<file path="config.mk">
export PLATFORM = sky130hd
export DESIGN_NAME = uart_tx_arbiter
export DESIGN_NICKNAME = d
export VERILOG_FILES = /design/src/rtl/uart_tx_arbiter.sv
export SDC_FILE = /design/constraint.sdc
export NUM_CORES = 1
export LEC_CHECK = 0
export CORE_ASPECT_RATIO = 0.8
export CORE_UTILIZATION = 50
export DETAILED_ROUTE_END_ITERATION = 6
export DONT_BUFFER_PORTS = 1
export REMOVE_ABC_BUFFERS = 1
export SYNTH_ARGS = -nofsm -noshare
export SYNTH_HDL_FRONTEND = slang
export SYNTH_SLANG_ARGS = --single-unit
</file>
<file path="constraint.sdc">
create_clock -name clk -period 2.1 [get_ports clk]
set_clock_uncertainty 0.05 [all_clocks]
set_input_delay 0.21 -clock clk [delete_from_list [all_inputs] [get_ports clk]]
set_output_delay 0.21 -clock clk [all_outputs]
set_load 0.005 [all_outputs]
</file>
<file path="src/rtl/uart_tx_arbiter.sv">
// rtl/uart_tx_arbiter.sv - packet round-robin arbiter sharing one UART transmit serializer
//
// Purpose:
//   Lets NREQ byte-stream requesters share a single UART transmit serializer.
//   Ownership is granted per packet in round-robin order. A packet ends on
//   req_last or after MAX_PKT bytes. One registered output byte faces the
//   serializer. The host hold input pauses new grants and new byte accepts.
//
// Ports:
//   clk        system clock
//   resetn     asynchronous active-low reset
//   hold       1 = no new grants, no new bytes accepted
//   req_valid  per-requester byte available
//   req_data   per-requester byte, requester i at [8*i+:8]
//   req_last   per-requester last-byte-of-packet flag
//   req_ready  per-requester byte accepted this cycle (valid & ready)
//   tx_valid   output byte register full
//   tx_data    output byte
//   tx_ready   serializer takes tx_data this cycle
//   grant      one-hot current owner, zero when idle
//   busy       arbiter owns a packet or output register full
module uart_tx_arbiter #(
  parameter int NREQ    = 2,
  parameter int MAX_PKT = 64
) (
  input  logic              clk,
  input  logic              resetn,
  input  logic              hold,
  input  logic [NREQ-1:0]   req_valid,
  input  logic [8*NREQ-1:0] req_data,
  input  logic [NREQ-1:0]   req_last,
  output logic [NREQ-1:0]   req_ready,
  output logic              tx_valid,
  output logic [7:0]        tx_data,
  input  logic              tx_ready,
  output logic [NREQ-1:0]   grant,
  output logic              busy
);

  localparam int         IW       = (NREQ > 1) ? $clog2(NREQ) : 1;
  localparam logic [7:0] LAST_CNT = 8'(MAX_PKT - 1);

  typedef enum logic {
    S_IDLE = 1'b0,
    S_SEND = 1'b1
  } state_e;

  state_e          state_q, state_d;
  logic [NREQ-1:0] grant_q, grant_d;
  logic [IW-1:0]   last_q, last_d;
  logic [7:0]      cnt_q, cnt_d;
  logic            tx_valid_q, tx_valid_d;
  logic [7:0]      tx_data_q, tx_data_d;

  logic [IW-1:0]   owner_idx;
  logic [7:0]      sel_data;
  logic            sel_last;
  logic            pick_found;
  logic [IW-1:0]   pick_idx;
  logic [NREQ-1:0] pick_grant;
  logic            slot_open;
  logic            accept;

  // Decode the current owner; grant_q is one-hot in SEND.
  always_comb begin
    owner_idx = '0;
    sel_data  = 8'h00;
    sel_last  = 1'b0;
    for (int k = 0; k < NREQ; k++) begin
      if (grant_q[k]) begin
        owner_idx = IW'(k);
        sel_data  = req_data[8*k +: 8];
        sel_last  = req_last[k];
      end
    end
  end

  // Round-robin pick: first valid requester strictly after last_q, wrapping.
  always_comb begin
    pick_found = 1'b0;
    pick_idx   = '0;
    pick_grant = '0;
    for (int k = 1; k <= NREQ; k++) begin
      for (int j = 0; j < NREQ; j++) begin
        if (!pick_found && ((int'(last_q) + k) % NREQ == j) && req_valid[j]) begin
          pick_found    = 1'b1;
          pick_idx      = IW'(j);
          pick_grant    = '0;
          pick_grant[j] = 1'b1;
        end
      end
    end
  end

  // The ready window never looks at req_valid, so requesters may wait on it.
  assign slot_open = (state_q == S_SEND) && !hold && (!tx_valid_q || tx_ready);
  assign req_ready = grant_q & {NREQ{slot_open}};
  assign accept    = |(req_ready & req_valid);

  always_comb begin
    state_d    = state_q;
    grant_d    = grant_q;
    last_d     = last_q;
    cnt_d      = cnt_q;
    // A drained register empties unless refilled below in the same cycle.
    tx_valid_d = tx_valid_q && !tx_ready;
    tx_data_d  = tx_data_q;

    case (state_q)
      S_IDLE: begin
        if (!hold && pick_found) begin
          grant_d = pick_grant;
          cnt_d   = 8'h00;
          state_d = S_SEND;
        end
      end
      S_SEND: begin
        if (accept) begin
          tx_data_d  = sel_data;
          tx_valid_d = 1'b1;
          cnt_d      = cnt_q + 8'h01;
          // Forced release at MAX_PKT keeps the counter from ever wrapping.
          if (sel_last || (cnt_q == LAST_CNT)) begin
            grant_d = '0;
            last_d  = owner_idx;
            state_d = S_IDLE;
          end
        end
      end
      default: begin
        state_d = S_IDLE;
        grant_d = '0;
      end
    endcase
  end

  always_ff @(posedge clk or negedge resetn) begin
    if (!resetn) begin
      state_q    <= S_IDLE;
      grant_q    <= '0;
      last_q     <= IW'(NREQ - 1);
      cnt_q      <= 8'h00;
      tx_valid_q <= 1'b0;
      tx_data_q  <= 8'h00;
    end else begin
      state_q    <= state_d;
      grant_q    <= grant_d;
      last_q     <= last_d;
      cnt_q      <= cnt_d;
      tx_valid_q <= tx_valid_d;
      tx_data_q  <= tx_data_d;
    end
  end

  assign tx_valid = tx_valid_q;
  assign tx_data  = tx_data_q;
  assign grant    = grant_q;
  assign busy     = (state_q != S_IDLE) || tx_valid_q;

  a_grant_onehot0 : assert property (@(posedge clk) disable iff (!resetn) $onehot0(grant_q));
  a_ready_owner   : assert property (@(posedge clk) disable iff (!resetn) (req_ready & ~grant_q) == '0);

endmodule
</file>
======== Word level (Yosys, flattened, before mapping) ========
Cells that the tools add are included.
storage, ports and cells
  logic and storage cells ................. 73
  register bits ........................... 21
  input bits .............................. 24
cells by class
  add/sub/neg operators ................... 3
  equal/unequal tests ..................... 6
  reduce and logical (&&, ||, !) cells .... 27
  multiplexer cells ....................... 26
  bitwise logic cells ..................... 5
operators by type and width
  kind                 count
  $logic_not 32->1     2
  $mux 8               4
  $pmux 8 s2           1
  $mux 1               13
  $mux 2               6
  $logic_and 1x1->1    11
  $add 8x1->8 const B  1
  $eq 8x6->1 const B   1
  $logic_not 1->1      6
  $reduce_and 3->1     2
  $and 2x2->2          2
  $eq 2x2->1 const B   2
  $ne 2x1->1 const B   2
  $pmux 2 s2           1
  $reduce_and 2->1     2
  $logic_or 1x1->1     3
  $add 1x1->1 const B  2
  $and 1x1->1 const A  2
  $ne 2x2->1 const B   1
  $pmux 1 s2           1
  $reduce_or 2->1      1
  $not 1->1            1

======== Longest topological paths before layout ========
  word-level depth ........................ 20
  gate-level depth with buffers ........... 6

======== Worst setup path before layout ========
No wires, ideal clock.
  kind .................................... reg2reg
  start point ............................. reg cnt_q[0]
  end point ............................... reg last_q
  required time ........................... 1.965 ns
  arrival ................................. 1.600 ns
  cell stages (with the launch flop) ...... 6
  slack ................................... 0.365 ns
  cell sequence ........................... dfrtp_1 > ha_1 > nand3_2 > or4_4 > a21oi_4 > mux2_1
on the way
  cells in the longest elaborated chain, start to end .. 3
ends and longest elaborated chain
  element                     line  RTL
  from (decl)                 51    logic [7:0] cnt_q, cnt_d;
  from (signal assigned)      149   cnt_q <= cnt_d;
  $eq 8x6->1                  123   if (sel_last || (cnt_q == LAST_CNT)) begin
  $logic_or 1x1->1            123
  $reduce_and 3->1 (no line)  -
  to (signal assigned)        141   last_q <= IW'(NREQ - 1);
  to (signal assigned)        148   last_q <= last_d;
  to (decl)                   50    logic [IW-1:0] last_q, last_d;
No other way between the ends.
A chain may end at the register's enable or synchronous reset.

======== Worst setup path after layout ========
Same ends and word-level chain as after synthesis.

==> flow_summary.toml <==
[run_status]
status = "complete, no violations"

[route]
wl_mm = 2.24
dr.pass1.iters = 4
vias = 836
top_layer = "met3"
drc_errors = 0
avgRoutedWirePerCell_um = 15.5
wl_met1_mm = 1.12
drt-initial-drc-count = 22
wl_met3_um = 139
final_antenna_net_count = 0
met2_length_um = 980
via_per_inst = 5.81

[floorplan]
dieArea_mm2 = 0.00234
io_pins = 38
die_w_um = 53.8
start_util = 0.552
rows = 14
die_h_um = 43.4
fp.coreArea_mm2 = 0.00194

[logic_synthesis]
synth_seq_cells = 21
async_reset_ff_frac = 1.00
synth_area_leader_cell = "dfrtp_1"
ys.flop_type = "dfrtp_1"
syn-mean-instance-area_um2 = 9.76
syn_area_mm2 = 0.00107
synth_area_leaders = "dfrtp_1 47%, nor2_1 7.3%, a221oi_1 5.7%"
yosys_warnings = 0
netlist_instances = 110
seq_area_frac_synth = 0.491
synth_edf_count = 0
synth_top_area_frac = 0.466
ys_types = 36

[sta]
slew_headroom = 0.373
tns_ps = 0
final_hold_viol_count = 0
post-route-min-period_ps = 1870
drv_slew = 0
setup_viol = 0
timing.fmax_mhz = 536
worst-slew-pin-transition_ps = 938
fin_crit_sh = 0.888
rsz0062_at_grt = "false"

[global_route]
grt_antenna_before_repair = 0
grt_pass1_vias = 759
grt-ovfl-total = 0
track_usage = 0.208
grt_max_degree = 22
grt_pass1_wl_mm = 3.47

[clock_network]
root_buffer = "clkbuf_4"
cts_buffers = 3
cts_max_level = 1
cts.clk_slew.worst_paths_ps = 120
clk_path_buf_depth = 2
cts_setup_buffers = 0
clock_sinks = 21
ctsResizeCount = 0
cts_hold_buf = 2
clk_latency_ps = 300
cts_tree = "built"

[pwr]
p_sw_w = 0.000424
p_leak_nw = 0.532
switching_share = 0.357
clkPwrFrac = 0.167
power_frac_comb = 0.302
internal-power_w = 0.000766
power.density_mw_per_mm2 = 988
vdd_drop_max_uv = 680
p_seq_frac = 0.531

[place]
dp_hpwl_mm = 1.60
numPortBuffers = 0
dp.cells = 134
place.gp.congestion = 0.851
placed_area_mm2 = 0.00112

[worst_hold_path]
holdCritPathClass = "in -> reg"
hold-path-cell-count = 2
hold_end = "tx_data[7]"
hold_start = "req_data[7]"

[final_layout]
num_antenna_cells = 0
finalInstanceArea_mm2 = 0.00120
final_cell_mix = "21 x nor2_1, 20 x dfrtp_1, 10 x nand2_1"
final_util = 0.620
final_common_cell = "nor2_1"
layout.nets = 146
drive_gt1_frac = 0.158
stdcell_count = 144
areaGrowthSynthToFinish_pct = 12.2

[worst_setup_path]
rrSetupSlack_ps = 230
r2r-end = "last_q"
cp.required_ps = 2290
arrival_ps = 2060
reg2reg_from = "cnt_q[0]"
start_kind = "flop"
path_class = "reg -> reg"
reg2regPathDepth = 5
crit_fanout = 5
cp-end-kind = "flop"

[flow_run]
max-cap-violations = 0
## power by group through the flow
stage	Clock (W)	Sequential, W	Combinational [W]
2_1_floorplan	0	0.000638	0.000227
6_report	0.000199	0.000631	0.000359
3_3_place_gp	0	0.000641	0.000334
4_1_cts	0.000209	0.000633	0.000354
3_5_place_dp	0	0.000642	0.000344
5_1_grt	0.000225	0.000651	0.000407
## routing by layer
metal,vias to the layer above,global-route usage
met5,-,0
met4,0,0.0158
met3,0,0.0807
met2,29,0.301
met1,393,0.305
li1,414,-
## kinds of logic (layout without fill, tap and decap cells)
kind of cell               Yosys count  count (layout)  synth area share
AOI/OAI and AO/OA                   22              22             0.159
xor gates and xnor gates             2               2            0.0163
adders and majority gates            1               1            0.0117
buffers and inverters                6              16            0.0291
DFF                                 21              21             0.491
muxes                                3               3            0.0303
and+or+nand+nor                     55              55             0.263
## worst max-delay path by stage
stage	endpoint	slack, ps	from	cells past startpoint
2_1_floorplan	cnt_q[7]	210	grant[1]	4
3_3_place_gp	last_q	320	cnt_q[0]	5
3_5_place_dp	last_q	250	cnt_q[0]	5
4_1_cts	last_q	240	cnt_q[0]	5
5_1_grt	last_q	190	cnt_q[0]	5
6_report	last_q	230	cnt_q[0]	5
## synthesized netlist by cell type, drive strengths merged, types with 3 or more instances
cell	number
nand3	5
o21ai	4
nand2	10
nor2	21
clkbuf	3
a21oi	4
buf	3
and3	4
dfrtp	20
a221oi	7
nand2b	3
## critical path, stage by stage, from the launching register on
cell and delay (ps):
dfrtp_1 400, ha_1 190, nand3_2 110, or4_4 510, a21oi_4 190, mux2_1 350
## registers in the layout, summed over array words and instances, names as in the netlist
register and cells:
tx_data 8, cnt_q 8, grant 2, last_q 1, tx_valid 1, state_q 1
## final cells by class
| class | instances | area (um^2) |
|---|---|---|
| clock buffers | 3 | 22.5 |
| clock inverters | 1 | 5.00 |
| fillers | 168 | 739 |
| multi-input cells | 83 | 515 |
| flip-flops and latches | 21 | 527 |
| well taps | 24 | 30.0 |
| repair buffers | 12 | 105 |
## through the flow
step	setup slack [ps]	hold slack, ps	power [W]
6_report	234	20.6	0.00119
5_1_grt	187	-2.94	0.00128
4_1_cts	244	0.484	0.00120
3_5_place_dp	253	-135	0.000986
3_3_place_gp	318	-135	0.000975
2_1_floorplan	208	-136	0.000865
(Power assumes the default switching activity.)
